**src/rtl/mtm_alu_pkg.sv**
```systemverilog
// Shared types and helpers for the ALU serial front end and output stage.
package mtm_alu_pkg;

  localparam int FRAME_BITS = 11;
  localparam int DATA_PKTS  = 8;

  localparam logic PKT_DATA = 1'b0;
  localparam logic PKT_CMD  = 1'b1;

  typedef enum logic [2:0] {
    AND = 3'b000,
    OR  = 3'b001,
    ADD = 3'b100,
    SUB = 3'b101
  } operation_t;

  typedef enum logic [1:0] {
    IDLE,
    TYPE,
    PAYLOAD,
    STOP
  } des_state_t;

  typedef struct packed {
    logic err_data;
    logic err_crc;
    logic err_op;
  } err_flags_t;

  // Only the four defined opcodes are accepted by the core.
  function automatic logic op_is_valid(input logic [2:0] op);
    return (op == AND) || (op == OR) || (op == ADD) || (op == SUB);
  endfunction

  // CRC4, poly x^4+x+1, init 0, message consumed MSB first.
  function automatic logic [3:0] crc4_68(input bit [67:0] d);
    logic [3:0] c;
    logic       fb;
    c = '0;
    for (int i = 67; i >= 0; i--) begin
      fb = c[3] ^ d[i];
      c  = {c[2:0], 1'b0} ^ {2'b00, fb, fb};
    end
    return c;
  endfunction

endpackage

```
**src/rtl/mtm_alu_crc4.sv**
```systemverilog
// Combinational CRC4 over {B, A, 1'b1, OP}.
module mtm_alu_crc4
  import mtm_alu_pkg::*;
(
  input  logic [67:0] data,
  output logic [3:0]  crc
);

  assign crc = crc4_68(data);

endmodule

```
**src/rtl/mtm_alu_deserializer.sv**
```systemverilog
// Serial frame decoder: gathers operand bytes, validates the command
// packet and emits one request (or error set) per command/framing error.
module mtm_alu_deserializer
  import mtm_alu_pkg::*;
#(
  parameter int DATA_PKTS = 8,
  parameter int CRC_W     = 4
) (
  input  logic             clk,
  input  logic             rst_n,
  input  logic             sin,
  output logic [31:0]      a_o,
  output logic [31:0]      b_o,
  output logic [2:0]       op_o,
  output logic [CRC_W-1:0] crc_o,
  output logic             valid_o,
  output logic             err_data_o,
  output logic             err_crc_o,
  output logic             err_op_o
);

  localparam int CNT_W = $clog2(DATA_PKTS + 2);
  localparam logic [CNT_W-1:0] CNT_FULL = CNT_W'(DATA_PKTS);
  localparam logic [CNT_W-1:0] CNT_SAT  = CNT_W'(DATA_PKTS + 1);

  des_state_t       state;
  logic             pkt_type;
  logic [2:0]       bit_cnt;
  logic [7:0]       payload;
  logic [63:0]      ba;
  logic [CNT_W-1:0] pkt_cnt;
  err_flags_t       err_q;
  logic [3:0]       crc_calc;
  logic             cnt_bad;

  // CRC covers the accumulated operands, a constant 1 and the received opcode.
  mtm_alu_crc4 u_crc (
    .data ({ba, 1'b1, payload[6:4]}),
    .crc  (crc_calc)
  );

  assign cnt_bad    = (pkt_cnt != CNT_FULL);
  assign err_data_o = err_q.err_data;
  assign err_crc_o  = err_q.err_crc;
  assign err_op_o   = err_q.err_op;

  // Frame FSM; all request outputs are registered on the stop-bit edge.
  always_ff @(posedge clk or negedge rst_n) begin
    if (!rst_n) begin
      state    <= IDLE;
      pkt_type <= PKT_DATA;
      bit_cnt  <= '0;
      payload  <= '0;
      ba       <= '0;
      pkt_cnt  <= '0;
      err_q    <= '0;
      a_o      <= '0;
      b_o      <= '0;
      op_o     <= '0;
      crc_o    <= '0;
      valid_o  <= 1'b0;
    end else begin
      valid_o <= 1'b0;
      case (state)
        IDLE: if (!sin) state <= TYPE;
        TYPE: begin
          pkt_type <= sin;
          bit_cnt  <= '0;
          state    <= PAYLOAD;
        end
        PAYLOAD: begin
          payload <= {payload[6:0], sin};
          bit_cnt <= bit_cnt + 3'd1;
          if (bit_cnt == 3'd7) state <= STOP;
        end
        STOP: begin
          state <= IDLE;
          if (!sin) begin
            // Framing error: report it and drop any partial request.
            valid_o <= 1'b1;
            err_q   <= '{err_data: 1'b1, err_crc: 1'b0, err_op: 1'b0};
            pkt_cnt <= '0;
          end else if (pkt_type == PKT_DATA) begin
            // Oldest byte ends up in B[31:24], newest in A[7:0].
            ba <= {ba[55:0], payload};
            if (pkt_cnt != CNT_SAT) pkt_cnt <= pkt_cnt + 1'b1;
          end else begin
            valid_o <= 1'b1;
            a_o     <= ba[31:0];
            b_o     <= ba[63:32];
            op_o    <= payload[6:4];
            crc_o   <= CRC_W'(payload[3:0]);
            pkt_cnt <= '0;
            // A wrong packet count masks the CRC and opcode checks.
            err_q   <= '{err_data: cnt_bad,
                         err_crc:  !cnt_bad && (crc_calc != payload[3:0]),
                         err_op:   !cnt_bad && !op_is_valid(payload[6:4])};
          end
        end
        default: state <= IDLE;
      endcase
    end
  end

endmodule
```
**config.mk**
```make
export PLATFORM = sky130hd
export DESIGN_NAME = mtm_alu_deserializer
export DESIGN_NICKNAME = d
export VERILOG_FILES = /design/src/rtl/mtm_alu_pkg.sv /design/src/rtl/mtm_alu_crc4.sv /design/src/rtl/mtm_alu_deserializer.sv
export SDC_FILE = /design/constraint.sdc
export NUM_CORES = 1
export LEC_CHECK = 0
export BUFFER_PORTS_ARGS = -buffer_cell sky130_fd_sc_hd__buf_2
export CELL_PAD_IN_SITES_DETAIL_PLACEMENT = 0
export CELL_PAD_IN_SITES_GLOBAL_PLACEMENT = 1
export CORE_MARGIN = 8
export CORE_UTILIZATION = 45
export DETAILED_ROUTE_END_ITERATION = 8
export GPL_ROUTABILITY_DRIVEN = 0
export PLACE_DENSITY = 0.84
export SYNTH_ARGS = -nofsm -noshare
export SYNTH_HDL_FRONTEND = slang
export SYNTH_SLANG_ARGS = --single-unit
```
**constraint.sdc**
```tcl
create_clock -name clk -period 3.2 [get_ports clk]
set_input_delay 0.32 -clock clk [delete_from_list [all_inputs] [get_ports clk]]
set_output_delay 0.32 -clock clk [all_outputs]
set_load 0.01 [all_outputs]
```
[Yosys cells after proc, flatten, opt, wreduce, memory -nomap -nowiden]
Cells that the tools add are included.
Cells by class
  add/sub/neg operators: 2
  eq/ne operators: 14
  multiplexer cells: 12
  bitwise logic cells: 134
  reductions and logical operators: 15
Operator list (count)
  $xor 4x2->4: 66
  $xor 1x1->1: 64
  $mux 4: 3
  $eq 3x3->1 const B: 3
  $ne 4x4->1 const B: 2
  $pmux 2 s4: 1
  $mux 3: 2
  $pmux 3 s2: 1
  $reduce_and 2->1: 3
  $reduce_and 3->1: 2
  $add 4x1->4 const B: 1
  $eq 2x2->1 const B: 2
  $mux 2: 2
  $ne 2x2->1 const B: 2
  $ne 4x4->1: 1
  $add 3x1->3 const B: 1
  $eq 3x1->1 const B: 1
  $logic_not 3->1: 1
  $logic_or 1x1->1: 3
  $mux 1: 3
  $ne 3x1->1 const B: 1
  $xor 3x2->3: 1
  $eq 2x1->1 const B: 1
  $logic_and 1x1->1: 2
  6 further kinds: 8
Storage, ports and cells
  bits in registers: 157
  input bits: 3

[Longest topological paths before layout]
  word-level depth: 136
  gate-level depth with buffers: 9

[Hierarchy]
A second synthesis with hierarchy kept.
Second synthesis, totals
  cell total of the unflattened synthesis: 468
  area total of the unflattened synthesis: 7188.1 um2
By module, submodules not included
  mtm_alu_deserializer: instances 1, cells an instance 378, area each 6084.6 um2
  mtm_alu_crc4: instances 1, cells an instance 90, area each 1103.6 um2

[Worst setup path after synthesis]
OpenSTA, ideal clock, no wires.
  path type: reg-to-reg
  from: register ba[47]
  to: register err_q, in the netlist err_crc_o
  setup time: 0.129 ns
  data arrival time: 3.163 ns
  required time: 3.071 ns
  slack: -0.092 ns
  cell stages (with the launch flop): 10
  path buffers: 0
  cells stage by stage: dfrtp_1 xnor3_1 xnor2_1 xnor3_1 xnor3_1 xnor3_2 xnor3_1 or3_1 a211oi_2 o31ai_1
On the way
  word-level cells in the longest chain between the ends: 74
  elaborated cells on any way between the ends: 105
  those cells by class: eq/ne (1); mux (2); bitwise (101); reduce/logical (1)
RTL lines
  from (decl): RTL line mtm_alu_deserializer.sv:30  | logic [63:0] ba;
  from (signal assigned): RTL line mtm_alu_deserializer.sv:85  | ba <= {ba[55:0], payload};
  $xor 1x1->1 *: RTL line mtm_alu_pkg.sv:41  | fb = c[3] ^ d[i];
  $xor 4x2->4 * (3 in series): RTL line mtm_alu_pkg.sv:42  | c = {c[2:0], 1'b0} ^ {2'b00, fb, fb};
  $xor 1x1->1: RTL line mtm_alu_pkg.sv:41
  $xor 4x2->4 * (3 in series): RTL line mtm_alu_pkg.sv:42
  $xor 1x1->1: RTL line mtm_alu_pkg.sv:41
  $xor 4x2->4 * (3 in series): RTL line mtm_alu_pkg.sv:42
  $xor 1x1->1: RTL line mtm_alu_pkg.sv:41
  $xor 4x2->4 * (3 in series): RTL line mtm_alu_pkg.sv:42
  [48 not listed]
  $not 1->1 (no line)
  $xor 4x2->4 * (3 in series): RTL line mtm_alu_pkg.sv:42
  $xor 1x1->1: RTL line mtm_alu_pkg.sv:41
  $xor 4x2->4 *: RTL line mtm_alu_pkg.sv:42
  $ne 4x4->1 *: RTL line mtm_alu_deserializer.sv:96  | err_crc: !cnt_bad && (crc_calc != payload[3:0]),
  $logic_and 1x1->1 *: RTL line mtm_alu_deserializer.sv:96
  $mux 3 *: RTL line mtm_alu_deserializer.sv:83  | end else if (pkt_type == PKT_DATA) begin
  $mux 3 *: RTL line mtm_alu_deserializer.sv:78  | if (!sin) begin
  to (signal assigned): RTL line mtm_alu_deserializer.sv:81  | err_q <= '{err_data: 1'b1, err_crc: 1'b0, err_op: 1'b0};
  to (signal assigned): RTL line mtm_alu_deserializer.sv:95  | err_q <= '{err_data: cnt_bad,
  to (decl): RTL line mtm_alu_deserializer.sv:32  | err_flags_t err_q;
Every way passes the cells marked *; elsewhere a longest branch is shown, timed or not. The select of a mux whose other input is x is not followed.
A chain may end at the register's enable or synchronous reset.

[Worst setup path in the final report]
  from: register ba[54]
  to: register err_q, in the netlist err_crc_o
On the way
  word-level cells in the longest chain between the ends: 83
  elaborated cells on any way between the ends: 119
  those cells by class: eq/ne (1); mux (2); bitwise (115); reduce/logical (1)
RTL lines (RTL line)
  $xor 1x1->1 *: mtm_alu_pkg.sv:41
  $xor 4x2->4 * (3 in series): mtm_alu_pkg.sv:42
  $xor 1x1->1 / $xor 4x2->4 (equally long branches): mtm_alu_pkg.sv:41, mtm_alu_pkg.sv:42
  $xor 4x2->4 * (3 in series): mtm_alu_pkg.sv:42
  $xor 1x1->1 / $xor 4x2->4 (equally long branches): mtm_alu_pkg.sv:41, mtm_alu_pkg.sv:42
  $xor 4x2->4 * (3 in series): mtm_alu_pkg.sv:42
  $xor 1x1->1 / $xor 4x2->4 (equally long branches): mtm_alu_pkg.sv:41, mtm_alu_pkg.sv:42
  $xor 4x2->4 * (3 in series): mtm_alu_pkg.sv:42
  [56 not listed]
  $xor 1x1->1 / $xor 4x2->4 (equally long branches): mtm_alu_pkg.sv:41, mtm_alu_pkg.sv:42
  $xor 4x2->4 * (4 in series): mtm_alu_pkg.sv:42
  $xor 1x1->1 / $xor 4x2->4 (equally long branches): mtm_alu_pkg.sv:41, mtm_alu_pkg.sv:42
  $xor 4x2->4 *: mtm_alu_pkg.sv:42
  $ne 4x4->1 *: mtm_alu_deserializer.sv:96
  $logic_and 1x1->1 *: mtm_alu_deserializer.sv:96
  $mux 3 *: mtm_alu_deserializer.sv:83
  $mux 3 *: mtm_alu_deserializer.sv:78
Marks and branches as above.

==> impl_metrics.ini <==
[layout]
drive_above_1_share = 0.494
stdcell_count = 841
fillerInstances = 1338
final_util = 0.551
diodes = 0
syn_to_final_growth_pct = 21.5
nNetsFinal = 622

[route]
drt-vias-per-instance = 4.93
firstDrtPassIters = 4
wire_per_inst_um = 17.8
drc = 0
wl_um = 15000
drt_iter0_drc = 173
vias = 4144
ant_nets = 0

[timing]
period_minus_slack_ps = 3300
timing.slew.headroom = 0.548
worst_pin_slew_ps = 678
setup_violations = 1
finalCritPeriodShare = 1.03
slew_viol_final = 0
skew_ps = 6.41
finalHoldViolations = 0
fin_ws_ps = -97.6
fin_tns_setup_ps = -97.6
rsz0062_at_grt = yes
fmax_mhz = 303

[yosys]
seq_area_frac_synth = 0.532
avgSynthCellArea_um2 = 15.3
synthFlopType = dfrtp_1
async_reset_ff_frac = 1.00
netlist_area_mm2 = 0.00738
syn_inst = 483
synth_cell_types = 32
synth-edff-count = 0
synthesis.nets = 496
synth_warnings = 0
ys_seq_elements = 157

[flow_run]
max_cap_violations = 0

[grt]
grt_use_met1 = 0.190
grt_first_pass_wirelength_um = 24700
grt_antenna_before_repair = 0
top_usage_layer = met2
grt_use_met2 = 0.265
grt_usage = 0.157
met3_usage = 0.0390
grt_max_degree = 85
grt_pass1_vias = 4593
overflow = 0

[worst_setup_path]
worst-r2r-setup-slack_ps = -100
crit_arrival_ps = 3600
cp-start-kind = flip-flop
cp-end-kind = flip-flop
path_class = flip-flop to flip-flop
rr_endpoint = err_crc_o
crit_required_ps = 3510
r2r_start = ba[54]
r2r_cells = 9
cp_max_fo = 5

[clock_network]
cts_tree = built
h-tree-depth = 4
clock_latency_ps = 430
cts_sinks = 157
clock_path_buffers = 2
cts_buffers = 17
cts_setup_buffers = 0
cts-root-buf = clkbuf_16
cts.clk_slew.worst_paths_ps = 60

[placement]
numPortBuffers = 77
place_ws_ps = -187
hpwl_um = 10800
dp_cells = 809

[floorplan]
die-area_mm2 = 0.0208
rows = 47
die_h_um = 144
pin_count = 78
coreArea_mm2 = 0.0163
start_util = 0.453
die_w_um = 144

[min_path]
worstHoldEndpoint = payload[0]
hold_path.class = input port to flip-flop
min-delay-start = sin
min_path_cells = 2

[run_status]
violations = negative setup slack
status = finished, violations left
routing by layer:
metal / vias to the layer above / share of wire / wire length, µm
met5: - / 0 / 0
met2: 69 / 0.51 / 7640
li1: 1943 / - / -
met3: 19 / 0.043 / 650
met4: 0 / 0.017 / 254
met1: 2113 / 0.43 / 6430
Yosys cell counts, drive strengths merged (2+ instances only):
library cell	n	area, µm²
a211oi	2	20.0
a21oi	2	10.0
a22o	2	17.5
a22oi	2	15.0
clkbuf	14	52.6
dfrtp	157	3930
ha	10	125
inv	11	41.3
mux2	145	1630
nand2	6	22.5
nand3	6	30.0
nor2	4	15.0
o21ai	7	35.0
xnor2	64	594
xnor3	26	588
xor2	10	87.6
xor3	4	95.1
placed cells by master, fill, tap and decap left out, types with 2 or more instances in the layout:
| cell | synthesis | layout |
|---|---|---|
| clkinvlp_4 | 0 | 5 |
| xor2_1 | 10 | 10 |
| xnor2_1 | 61 | 55 |
| mux2_2 | 145 | 145 |
| dfrtp_1 | 157 | 157 |
| buf_2 | 0 | 76 |
| clkbuf_1 | 14 | 3 |
| a21oi_1 | 2 | 2 |
| buf_4 | 0 | 43 |
| xor3_1 | 4 | 4 |
| a22oi_1 | 2 | 2 |
| ha_1 | 10 | 10 |
| nor2_1 | 4 | 4 |
| nand2_1 | 6 | 6 |
| a22o_1 | 2 | 2 |
| xnor3_1 | 24 | 24 |
| xnor3_2 | 2 | 2 |
| clkinv_2 | 0 | 2 |
| o21ai_0 | 7 | 7 |
| inv_1 | 11 | 11 |
| nand3_1 | 6 | 5 |
| bufinv_16 | 0 | 2 |
| xnor2_2 | 2 | 8 |
| clkbuf_16 | 0 | 17 |
state kept, by name, summed over array words and instances (netlist names):
register,count
payload,8
err_crc_o,1
crc_o,4
pkt_type,1
op_o,3
pkt_cnt,4
b_o,32
err_op_o,1
valid_o,1
a_o,32
state,2
err_data_o,1
bit_cnt,3
ba,64
timing repair:
item	CTS	global route
hold endpoints to repair	73	0
gates cloned	0	0
endpoints found under the setup margin	1	1
resized for setup	5	0
hold buffers	1	0
how the worst max path moves through the flow:
| stage | end | depth (start not counted) | slack [ps] | startpoint |
|---|---|---|---|---|
| after detailed placement | err_crc_o | 9 | -190 | ba[54] |
| after floorplan | err_crc_o | 9 | 10 | ba[55] |
| after CTS | err_crc_o | 9 | -70 | ba[40] |
| after global routing | err_crc_o | 9 | -260 | ba[40] |
| after global placement | err_crc_o | 9 | -30 | ba[49] |
| final | err_crc_o | 9 | -100 | ba[54] |
layout make-up:
class	count	area (µm²)	area share
clock buffer	21	450	0.0502
clock inverter	10	116	0.0130
inverter	11	41.3	0.00460
multi-input combinational	300	3420	0.381
sequential	157	3930	0.438
tap	220	275	0.0307
timing repair buffer	122	744	0.0830
cell families after synthesis:
| group | count (synthesis) | synth area share |
|---|---|---|
| AOI/OAI and AO/OA | 19 | 0.0175 |
| xor gates and xnor gates | 104 | 0.185 |
| adders and majority gates | 10 | 0.0169 |
| buffers and inverters | 26 | 0.0132 |
| DFF | 157 | 0.532 |
| muxes | 145 | 0.221 |
| and+or+nand+nor | 22 | 0.0144 |
worst max-delay path, stage by stage (launching register included):
cell and delay (ps):
dfrtp_1 460, xnor2_2 270, xnor3_1 450, xnor3_1 280, xnor3_1 420, xor2_1 270, xnor3_1 380, or3_1 380
a211oi_2 180, o31ai_1 90
per-stage QoR:
stage / hold slack (ps) / instance area [µm²]
floorplan: 24.4 / 7390
global placement: 380 / 8360
detailed placement: 386 / 8360
CTS: 254 / 8970
global route: 282 / 8970
finish: 270 / 8970
Power is not shown: default switching activity piles up to over one toggle a cycle in this logic, so the estimate is an artifact.
